--- config.mk ---
export PLATFORM = sky130hd
export DESIGN_NAME = mem_bus_arbiter
export DESIGN_NICKNAME = d
export VERILOG_FILES = /design/src/rtl/soc_pkg.sv /design/src/rtl/mem_req_capture.sv /design/src/rtl/mem_bus_arbiter.sv
export SDC_FILE = /design/constraint.sdc
export NUM_CORES = 1
export LEC_CHECK = 0
export CAP_MARGIN = 20
export CORE_AREA = 2 2 138 140
export DETAILED_ROUTE_END_ITERATION = 8
export DIE_AREA = 0 0 140 142
export PLACE_DENSITY = 0.76
export SLEW_MARGIN = 25
export SYNTH_ARGS = -nofsm -noshare
export SYNTH_HDL_FRONTEND = slang
export SYNTH_SLANG_ARGS = --single-unit
export TNS_END_PERCENT = 10
--- constraint.sdc ---
create_clock -name clk -period 8.8 [get_ports clk]
set_clock_uncertainty 0.1 [all_clocks]
set_input_delay 2.64 -clock clk [delete_from_list [all_inputs] [get_ports clk]]
set_output_delay 2.64 -clock clk [all_outputs]
set_load 0.03 [all_outputs]
--- src/rtl/soc_pkg.sv ---
// soc_pkg: shared types and helpers for the SoC memory/IO bus arbiter.
//   ArbState   - arbiter FSM state encoding
//   MemReq     - one captured master request (address, data, mask, read flag)
//   M_CPU/M_AUX - master indices (m0 = CPU, m1 = secondary master)
//   pick_winner - arbitration decision for one ArbIdle cycle
package soc_pkg;

  localparam int M_CPU      = 0;
  localparam int M_AUX      = 1;
  // Captured addresses are stored at full 32-bit width; bits above the
  // arbiter's ADDR_WIDTH are always zero.
  localparam int REQ_ADDR_W = 32;

  typedef enum logic {
    ArbIdle = 1'b0,
    ArbWait = 1'b1
  } ArbState;

  typedef struct packed {
    logic [REQ_ADDR_W-1:0] addr;
    logic [31:0]           wdata;
    logic [3:0]            wmask;
    logic                  is_read;
  } MemReq;

  // Returns the master index (0 or 1) to grant. Only meaningful when at
  // least one pend bit is set. In round-robin mode a tie goes to the master
  // that did not win last time.
  function automatic logic pick_winner(input logic pend0,
                                       input logic pend1,
                                       input logic fixed_prio,
                                       input logic last_grant);
    logic win;
    if (pend0 && pend1) begin
      win = fixed_prio ? 1'b0 : ~last_grant;
    end else if (pend1) begin
      win = 1'b1;
    end else begin
      win = 1'b0;
    end
    return win;
  endfunction

endpackage

--- src/rtl/mem_req_capture.sv ---
// mem_req_capture: holds one master's outstanding request until the arbiter
// completes it, and produces that master's registered busy flags.
// Ports:
//   clk, reset            clock, asynchronous active-high reset
//   addr, wdata, wmask,   master request inputs (one-cycle strobe)
//   rstrb
//   clear                 arbiter completion pulse; drops pend and busy
//   req                   captured request
//   pend                  a request is outstanding
//   rbusy, wbusy          registered busy flags for the master
module mem_req_capture
  import soc_pkg::*;
#(
  parameter int ADDR_WIDTH = 24
) (
  input  logic                  clk,
  input  logic                  reset,
  input  logic [ADDR_WIDTH-1:0] addr,
  input  logic [31:0]           wdata,
  input  logic [3:0]            wmask,
  input  logic                  rstrb,
  input  logic                  clear,
  output MemReq                 req,
  output logic                  pend,
  output logic                  rbusy,
  output logic                  wbusy
);

  logic strobe_s;

  assign strobe_s = rstrb | (|wmask);

  // Request capture, pend bit and busy flags. A strobe while a request is
  // already pending is ignored; read wins over write when both are given.
  always_ff @(posedge clk or posedge reset) begin
    if (reset) begin
      req   <= '0;
      pend  <= 1'b0;
      rbusy <= 1'b0;
      wbusy <= 1'b0;
    end else if (clear) begin
      pend  <= 1'b0;
      rbusy <= 1'b0;
      wbusy <= 1'b0;
    end else if (strobe_s && !pend) begin
      req.addr    <= REQ_ADDR_W'(addr);
      req.wdata   <= wdata;
      req.wmask   <= rstrb ? 4'b0000 : wmask;
      req.is_read <= rstrb;
      pend        <= 1'b1;
      rbusy       <= rstrb;
      wbusy       <= ~rstrb;
    end
  end

endmodule

--- src/rtl/mem_bus_arbiter.sv ---
// mem_bus_arbiter: shares one memory/IO slave bus between two FemtoRV-style
// masters (m0 = CPU, m1 = DMA/loader). One access is in flight at a time.
// Ports:
//   clk, reset                    clock, asynchronous active-high reset
//   mN_addr/wdata/wmask/rstrb     master N request (N = 0,1)
//   mN_rdata                      master N registered read data
//   mN_rbusy/mN_wbusy             master N read/write pending or in service
//   s_addr/s_wdata                slave address and write data
//   s_wmask/s_rstrb               slave one-cycle write/read strobes
//   s_rdata/s_rbusy/s_wbusy       slave read data and busy flags
module mem_bus_arbiter
  import soc_pkg::*;
#(
  parameter int ADDR_WIDTH     = 24,
  parameter int FIXED_PRIORITY = 0
) (
  input  logic                  clk,
  input  logic                  reset,
  input  logic [ADDR_WIDTH-1:0] m0_addr,
  input  logic [31:0]           m0_wdata,
  input  logic [3:0]            m0_wmask,
  input  logic                  m0_rstrb,
  output logic [31:0]           m0_rdata,
  output logic                  m0_rbusy,
  output logic                  m0_wbusy,
  input  logic [ADDR_WIDTH-1:0] m1_addr,
  input  logic [31:0]           m1_wdata,
  input  logic [3:0]            m1_wmask,
  input  logic                  m1_rstrb,
  output logic [31:0]           m1_rdata,
  output logic                  m1_rbusy,
  output logic                  m1_wbusy,
  output logic [ADDR_WIDTH-1:0] s_addr,
  output logic [31:0]           s_wdata,
  output logic [3:0]            s_wmask,
  output logic                  s_rstrb,
  input  logic [31:0]           s_rdata,
  input  logic                  s_rbusy,
  input  logic                  s_wbusy
);

  MemReq   req0_s, req1_s, sel_s;
  logic    pend0_s, pend1_s;
  logic    clear0_s, clear1_s;
  logic    load0_s, load1_s;
  logic    win_s;
  ArbState state_r, state_n;
  logic    grant_r, grant_n;
  logic    last_grant_r, last_grant_n;
  logic    unused_addr_hi_s;

  // Captured address bits above ADDR_WIDTH are always zero.
  assign unused_addr_hi_s = ^sel_s.addr;

  mem_req_capture #(.ADDR_WIDTH(ADDR_WIDTH)) u_cap0 (
    .clk   (clk),
    .reset (reset),
    .addr  (m0_addr),
    .wdata (m0_wdata),
    .wmask (m0_wmask),
    .rstrb (m0_rstrb),
    .clear (clear0_s),
    .req   (req0_s),
    .pend  (pend0_s),
    .rbusy (m0_rbusy),
    .wbusy (m0_wbusy)
  );

  mem_req_capture #(.ADDR_WIDTH(ADDR_WIDTH)) u_cap1 (
    .clk   (clk),
    .reset (reset),
    .addr  (m1_addr),
    .wdata (m1_wdata),
    .wmask (m1_wmask),
    .rstrb (m1_rstrb),
    .clear (clear1_s),
    .req   (req1_s),
    .pend  (pend1_s),
    .rbusy (m1_rbusy),
    .wbusy (m1_wbusy)
  );

  // Arbiter next state and slave bus drive. The slave strobe is issued in
  // the same ArbIdle cycle the winner is chosen, so it is combinational.
  always_comb begin
    state_n      = state_r;
    grant_n      = grant_r;
    last_grant_n = last_grant_r;
    win_s        = 1'b0;
    sel_s        = req0_s;
    s_addr       = '0;
    s_wdata      = 32'h0000_0000;
    s_wmask      = 4'b0000;
    s_rstrb      = 1'b0;
    clear0_s     = 1'b0;
    clear1_s     = 1'b0;
    load0_s      = 1'b0;
    load1_s      = 1'b0;
    case (state_r)
      ArbIdle: begin
        if (pend0_s || pend1_s) begin
          win_s   = pick_winner(pend0_s, pend1_s, FIXED_PRIORITY != 0, last_grant_r);
          sel_s   = win_s ? req1_s : req0_s;
          s_addr  = sel_s.addr[ADDR_WIDTH-1:0];
          s_wdata = sel_s.wdata;
          if (sel_s.is_read) begin
            s_rstrb = 1'b1;
          end else begin
            s_wmask = sel_s.wmask;
          end
          grant_n      = win_s;
          last_grant_n = win_s;
          state_n      = ArbWait;
        end else begin
          state_n = ArbIdle;
        end
      end
      ArbWait: begin
        sel_s   = grant_r ? req1_s : req0_s;
        s_addr  = sel_s.addr[ADDR_WIDTH-1:0];
        s_wdata = sel_s.wdata;
        if (sel_s.is_read ? !s_rbusy : !s_wbusy) begin
          clear0_s = ~grant_r;
          clear1_s = grant_r;
          load0_s  = sel_s.is_read & ~grant_r;
          load1_s  = sel_s.is_read & grant_r;
          state_n  = ArbIdle;
        end else begin
          state_n = ArbWait;
        end
      end
      default: begin
        state_n = ArbIdle;
      end
    endcase
  end

  // FSM state and grant registers; last_grant resets so m0 wins the first tie.
  always_ff @(posedge clk or posedge reset) begin
    if (reset) begin
      state_r      <= ArbIdle;
      grant_r      <= 1'b0;
      last_grant_r <= 1'b1;
    end else begin
      state_r      <= state_n;
      grant_r      <= grant_n;
      last_grant_r <= last_grant_n;
    end
  end

  // Read data registers; each holds until its master's next read completes.
  always_ff @(posedge clk or posedge reset) begin
    if (reset) begin
      m0_rdata <= 32'h0000_0000;
      m1_rdata <= 32'h0000_0000;
    end else begin
      if (load0_s) begin
        m0_rdata <= s_rdata;
      end
      if (load1_s) begin
        m1_rdata <= s_rdata;
      end
    end
  end

endmodule

==> results of run 1 <==
[area by class of cell]
cell class                 instances  area [µm²]  area share, %
tap                              234       292.8          2.473
clock inverter                    12       101.3         0.8560
sequential                       195        4881          41.22
clock buffer                      20       446.7          3.773
multi-input combinational        299        3161          26.69
timing repair buffer             294        2923          24.69
inverter                           8       35.03         0.2959
[synth_stat cells, types with 2 or more instances]
library cell / n / area (µm²)
a32oi_1: 2 / 17.52
nand3_1: 3 / 15.01
and2_1: 2 / 12.51
o221ai_1: 2 / 17.52
mux2_4: 40 / 600.6
inv_1: 8 / 30.03
a22o_1: 61 / 534.3
nor2b_1: 2 / 12.51
o22ai_1: 2 / 12.51
o21ai_0: 3 / 15.01
nand2_1: 3 / 11.26
a31o_2: 2 / 17.52
buf_4: 3 / 22.52
mux2_2: 137 / 1543
a21oi_1: 5 / 25.02
clkbuf_1: 9 / 33.78
a32o_1: 3 / 30.03
buf_2: 16 / 80.08
nor4_2: 2 / 25.02
buf_12: 4 / 80.08
mux2i_1: 8 / 80.08
a211oi_1: 2 / 15.01
nor2_1: 2 / 7.510
nor3_1: 6 / 30.03
dfrtp_1: 194 / 4855
[where the power goes]
group | internal (mW) | leakage (nW) | switching [mW] | total [mW]
clock network | 0.376 | 0.257 | 0.350 | 0.726
registers | 1.35 | 2.32 | 0.282 | 1.64
logic | 1.49 | 2.40 | 1.60 | 3.09
total | 3.22 | 4.98 | 2.23 | 5.45
[through the flow]
step	setup slack, ps	instance area, µm²	hold WS (ps)	power [mW]	utilization [%]
after floorplan	749.4	8278	365.1	3.601	-
after global placement	3439	11290	385.2	4.667	61.19
after detailed placement	3369	11290	392.2	4.741	61.19
after CTS	2871	11840	408.5	5.495	64.16
after global routing	2747	11840	421.3	5.727	64.16
final	2883	11840	405.5	5.453	64.16
[metal layers]
metal,vias up,track usage [%]
li1,2544,-
met1,2843,26.74
met2,256,36.84
met3,33,8.580
met4,0,7.496
met5,-,0
[cells by family after synthesis]
group / after synthesis / share of synthesized area [%]
buffers and inverters: 41 / 3.114
multiplexers: 185 / 26.86
AO/OA/AOI/OAI: 90 / 9.296
flip-flops: 195 / 58.96
AND/OR/NAND/NOR: 24 / 1.768
[path summary, 6_finish.rpt]
| kind | end | cells past startpoint | slack, ps |
|---|---|---|---|
| worst max-delay path | s_wdata[22] | 5 | 2880 |
| worst min-delay path | m1_rdata[15] | 1 | 410 |
| worst max register to register | u_cap1.req[57] | 4 | 6400 |
| worst min register to register | m1_rdata[15] | 1 | 410 |
| max in group asynchronous | u_cap1.req[17] | 3 | 4660 |
| min in group asynchronous | m0_rdata[10] | 2 | 2560 |
[state kept, by name, summed over array words and instances (netlist names)]
signal	count
u_cap0.req	61
u_cap1.req	61
m0_rdata	32
m1_rdata	32
grant_r	1
last_grant_r	1
state_r	1
u_cap0.pend	1
u_cap0.rbusy	1
u_cap0.wbusy	1
u_cap1.pend	1
u_cap1.rbusy	1
u_cap1.wbusy	1
[worst max-delay path, stage by stage, from the launching register on]
cell,delay (ps)
dfrtp_1,530
a21boi_2,450
a21o_2,200
buf_4,530
a22o_1,300
clkdlybuf4s50_1,690
==> summary.txt, run 1 <==
Outcome
  – Outcome: complete, but fails checks
  – Failing checks: DRC

Worst setup path
  – Crit start category: flip-flop
  – Critical path launch point: u_cap0.pend
  – Peak fanout along the critical path: 57
  – Reg-to-reg startpoint: u_cap1.req[0]
  – Worst setup EP type: primary output
  – Worst Path Arrival: around 3200 ps
  – CP Class: flip-flop to primary output
  – Req. time, crit path: 6060 ps

Pwr
  – Max IR drop VDD: approximately 0.00034 V
  – Pwr per Cell Area: 460.5 mW/mm²
  – LEAKAGE: about 5.0 nW

Layout
  – Commonest non-fill, non-tap cells in the layout: 286 x clkdlybuf4s50_1, 194 x dfrtp_1, 137 x mux2_2
  – Nets: 973
  – Ant. Diodes: 0
  – Fill cell count: between 1000 and 1500
  – Layout Area Growth over Synthesis: 43.03%
  – Most common cell after layout, fill and taps aside: clkdlybuf4s50_1
  – Layout cell share with drive strength beyond 1: ~27%
  – Final Instance Count excl. Fillers: roughly 1100

Timing
  – Setup_tns: 0 ps
  – Rel. slew slack: between 30 and 40%
  – RSZ-0062 raised after global routing: false
  – Final hold vios: 0
  – Worst slew pin tran: roughly 1000 ps
  – Finish-stage setup viols: 0
  – Fin crit share: around two thirds
  – Fmax: about 0.17 GHz
  – Final Slew Violations: 0
  – Fin crit period: 5917 ps

Die
  – Die height: 142 µm
  – Die width: ~140 µm
  – Core area: about 0.018 mm²
  – Initial core utilization: between 40% and 50%
  – I/O pins: ~290
  – Site Rows: 50
  – Die area: a little under 0.02 mm²

Placed design
  – Routability congestion estimate: 0.8491
  – Placed cells: just over 1000
  – Dpl hpwl: around 15000 µm
  – Port Buffers: between 200 and 300

Detailed routing
  – Met2 wire len: about 10000 µm
  – Routed vias: around 5700
  – Initial DRC Count: 222
  – Metal1 wirelength: ~8600 µm
  – Post-DRT Antenna Nets: 0
  – 1st-pass router iterations: 8
  – Detail-routed net length per standard cell: between 20 and 25 µm
  – # DRC: 23
  – Highest Signal Layer: met4
  – Met3 routed WL: 2144 µm
  – Vias per cell: roughly 5.3
  – Detailed Route WL: roughly 22000 µm

Yosys
  – EDFF count, synth: 0
  – Mean Syn Cell Area: 15.47 µm²
  – Count of cell types in the netlist: 39
  – FFs w/ async S/R, synth: 100.0%
  – Mapped Cells: between 500 and 600
  – Synth warn: 0
  – Synth Flop Type: dfrtp_1
  – Seq/Total Area, Yosys: between 50% and 60%
  – Cell Area, Synth: slightly above 0.008 mm²
  – Syn Nets: 693
  – Flops & latches, synth: about 200

Clock network
  – H-tree lvl count: 4
  – Post-cts sizing count: 0
  – Clock tree buffer depth: 2
  – Number of post-CTS setup repair buffers: 0
  – CTS tree: built
  – Worst skew pair latency: roughly 430 ps
  – Clock sink count: slightly below 200
  – CTS Hold Bufs: 0
  – Clock-pin transition on the worst setup and hold timing paths: around 70 ps
  – Root Driver: clkbuf_16
  – CTS Buf Count: 17

Worst hold path
  – Hold Startpoint: m1_rdata[15]
  – Hold Crit Class: flip-flop to flip-flop

GRT
  – Gr usage total: between 20 and 25%
  – First-pass GRT wire length: 34300 µm
  – Largest net degree at the start of global routing: 74
  – GRT overflow: 0
  – Vias in the first global route: between 6000 and 7000
  – Initial antenna violation count: 0

Run
  – Maxcap violations: 0
No activity file was read; power rests on OpenSTA's default activity.
==> inputs of run 2 (changes only) <==
==> constraint.sdc (replaced) <==
create_clock -name clk -period 5.55 [get_ports clk]
set_clock_uncertainty 0.1 [all_clocks]
set_input_delay 1.665 -clock clk [delete_from_list [all_inputs] [get_ports clk]]
set_output_delay 1.665 -clock clk [all_outputs]
set_load 0.03 [all_outputs]
==> run 2 against run 1 <==
  * The flow still finishes with violations (DRC)
  * Die area did not move
  * Wire length decreased by 2.2%
  * Design area is 0.73% higher
  * Register-to-register slack worse by 3200 ps
  * Critical path depth unchanged
  * Via count shrank 0.44%
  * Non-clock buffer count rose by 2
  * Combinational power grew 59%
  * Worst setup slack worse by 2300 ps
  * Sequential share of layout area shrank 0.30 points
  * First-iteration DRC count increased by 0.90%
  * Hold slack worse by 14 ps
  * Largest cell class unchanged
==> summary.txt, run 2 (synthesis results as in run 1) <==
Die
  – Die width: 140 µm (unchanged)
  – Die area: 0.01988 mm² (unchanged)
  – Die height: 142 µm (unchanged)
  – Core area: 0.01846 mm² (unchanged)
  – Site Rows: 50 (unchanged)
  – Initial core utilization: 44.85% (unchanged)
  – I/O pins: 287 (unchanged)

Pwr
  – Max IR drop VDD: 0.0004728 V (+40%)
  – Sw frac: 40.50% (-0.49 points)
  – Net switching power figure: 3.526 mW (+58%)
  – Flop pwr share: 30.0% (about the same)
  – Power Total: 8.706 mW (+60%)
  – Clock power frac: 13.7% (+0.4 points)
  – Combinational share of power: 56.4% (-0.3 points)
  – Pwr per Cell Area: 730.0 mW/mm² (+59%)
  – Cell Int Power: 5.181 mW (+61%)
  – LEAKAGE: 5.012 nW (+0.67%)

Worst setup path
  – CP peak stage delay: 670 ps (-20 ps)
  – Req. time, crit path: 3790 ps (-2270 ps)
  – Crit start category: flip-flop
  – Peak fanout along the critical path: 29 (-49%)
  – Crit-path cells: nor2b_1 -> a31o_2 -> buf_12 -> a22o_1 -> clkdlybuf4s50_1
  – Worst Path Arrival: 3200 ps (+20 ps)
  – Worst setup EP type: primary output
  – Critical path launch point: state_r
  – Reg2Reg Setup Slack: 3210 ps (-3190 ps)
  – Slowest cell on crit path: clkdlybuf4s50_1
  – CP Class: flip-flop to primary output
  – Reg-to-reg startpoint: u_cap1.req[0]

Clock network
  – CTS tree: built
  – CTS Buf Count: 17 (unchanged)
  – Root Driver: clkbuf_16
  – Clock-pin transition on the worst setup and hold timing paths: 70 ps (about the same)
  – Clock tree buffer depth: 2 (unchanged)
  – Post-cts sizing count: 0 (unchanged)
  – Clock sink count: 195 (unchanged)
  – Number of post-CTS setup repair buffers: 0 (unchanged)
  – Worst skew pair latency: 420 ps (about the same)
  – CTS Hold Bufs: 0 (unchanged)
  – H-tree lvl count: 4 (unchanged)

Layout
  – Ant. Diodes: 0 (unchanged)
  – Final instance area: 0.01193 mm² (+0.73%)
  – Final Instance Count excl. Fillers: 1064 (+0.19%)
  – Layout Utilization: 64.62% (+0.47 points)
  – Biggest regs: u_cap0.req: 61 flops, u_cap1.req: 61 flops
  – Fill cell count: 1345 (-3.4%)
  – Reg area: 0.004881 mm² (unchanged)
  – Layout Area Growth over Synthesis: 44.07%
  – Nets: 975 (+0.21%)
  – Commonest non-fill, non-tap cells in the layout: 286 x clkdlybuf4s50_1, 194 x dfrtp_1, 137 x mux2_2
  – Area of the multi-input gates: 0.003161 mm² (unchanged)
  – Layout cell share with drive strength beyond 1: 27.59% (+0.17 points)
  – Most common cell after layout, fill and taps aside: clkdlybuf4s50_1

Detailed routing
  – Post-DRT Antenna Nets: 0 (unchanged)
  – Vias per cell: 5.311 (-0.63%)
  – Initial DRC Count: 224 (+0.90%)
  – # DRC: 23 (unchanged)
  – Detailed Route WL: 21070 µm (-2.2%)
  – 1st-pass router iterations: 6 (-2)
  – Routed vias: 5651 (-0.44%)
  – Detail-routed net length per standard cell: 19.80 µm (-2.4%)

Outcome
  – Outcome: complete, but fails checks
  – Failing checks: DRC

Timing
  – Final hold vios: 0 (unchanged)
  – Setup_tns: 0 ps (unchanged)
  – Fin crit share: between 80% and 90%
  – Worst setup margin: 589.3 ps (-2294 ps)
  – RSZ-0062 raised after global routing: false
  – Fin crit period: between 4000 and 5000 ps
  – Hold Slack: 392.0 ps (-13.52 ps)
  – Rel. slew slack: 52.66% (+20 points)
  – Fmax: between 0.2 and 0.25 GHz
  – Final Slew Violations: 0 (unchanged)
  – Worst slew pin tran: 710.1 ps (-305.2 ps)
  – Finish-stage setup viols: 0 (unchanged)

GRT
  – Vias in the first global route: 6270 (-2.0%)
  – GRT overflow: 0 (unchanged)
  – Initial antenna violation count: 0 (unchanged)
  – GRT busiest layer: met2
  – GR Util met1: 26.30% (-0.44 points)
  – Gr usage total: 21.65% (-0.53 points)
  – First-pass GRT wire length: 33540 µm (-2.2%)
  – Largest net degree at the start of global routing: 112 (+51%)
  – M2 GR Usage: 36.22% (-0.62 points)
  – Met3 usage: 7.167% (-1.4 points)

Placed design
  – Port Buffers: 286 (unchanged)
  – Dpl hpwl: 15300 µm (+0.98%)
  – Routability congestion estimate: 0.8516 (+0.29%)
  – DP Area: 0.01136 mm² (+0.56%)
  – Pre-CTS setup slack: 1052 ps (-2317 ps)
  – Placed cells: 1032 (+0.19%)

Run
  – Maxcap violations: 0 (unchanged)

Worst hold path
  – Hold Crit Class: flip-flop to flip-flop
  – Hold Startpoint: u_cap0.req[2]
-- run 2: worst max-delay path: cells and delay by family (launching register included) --
kind                   cells  cell delay, ps
AO/OA/AOI/OAI              2             810
buffers and inverters      2             930
flip-flops                 1             580
AND/OR/NAND/NOR            1             420
-- run 2: path summary, 6_finish.rpt --
path                                  end  cells past startpoint
max                           s_wdata[27]                      5
min                         u_cap0.req[2]                      1
max reg2reg                 u_cap1.req[5]                      4
min reg2reg                 u_cap0.req[2]                      1
max in group asynchronous  u_cap1.req[42]                      3
min in group asynchronous     m0_rdata[2]                      3
-- run 2: power groups by stage --
| stage | Clock [mW] | Sequential, mW | Combinational (mW) |
|---|---|---|---|
| 4_1_cts | 1.22 | 2.61 | 4.95 |
| 3_3_place_gp | 0 | 2.59 | 4.81 |
| 2_1_floorplan | 0 | 2.96 | 2.75 |
| 6_report | 1.19 | 2.61 | 4.91 |
| 5_1_grt | 1.28 | 2.69 | 5.16 |
| 3_5_place_dp | 0 | 2.63 | 4.92 |
-- run 2: layout make-up --
type / instances / area share [%]
sequential: 195 / 40.93
inverter: 8 / 0.2833
tap: 234 / 2.455
multi-input combinational: 299 / 26.50
timing repair buffer: 296 / 25.05
clock buffer: 20 / 3.745
clock inverter: 12 / 1.039
-- run 2: per-layer routing --
| layer | vias to the layer above | wire length, µm | part of all wire [%] |
|---|---|---|---|
| li1 | 2555 | - | - |
| met1 | 2811 | 8669 | 41 |
| met2 | 247 | 10080 | 48 |
| met3 | 38 | 1804 | 8.6 |
| met4 | 0 | 514 | 2.4 |
| met5 | - | 0 | 0 |
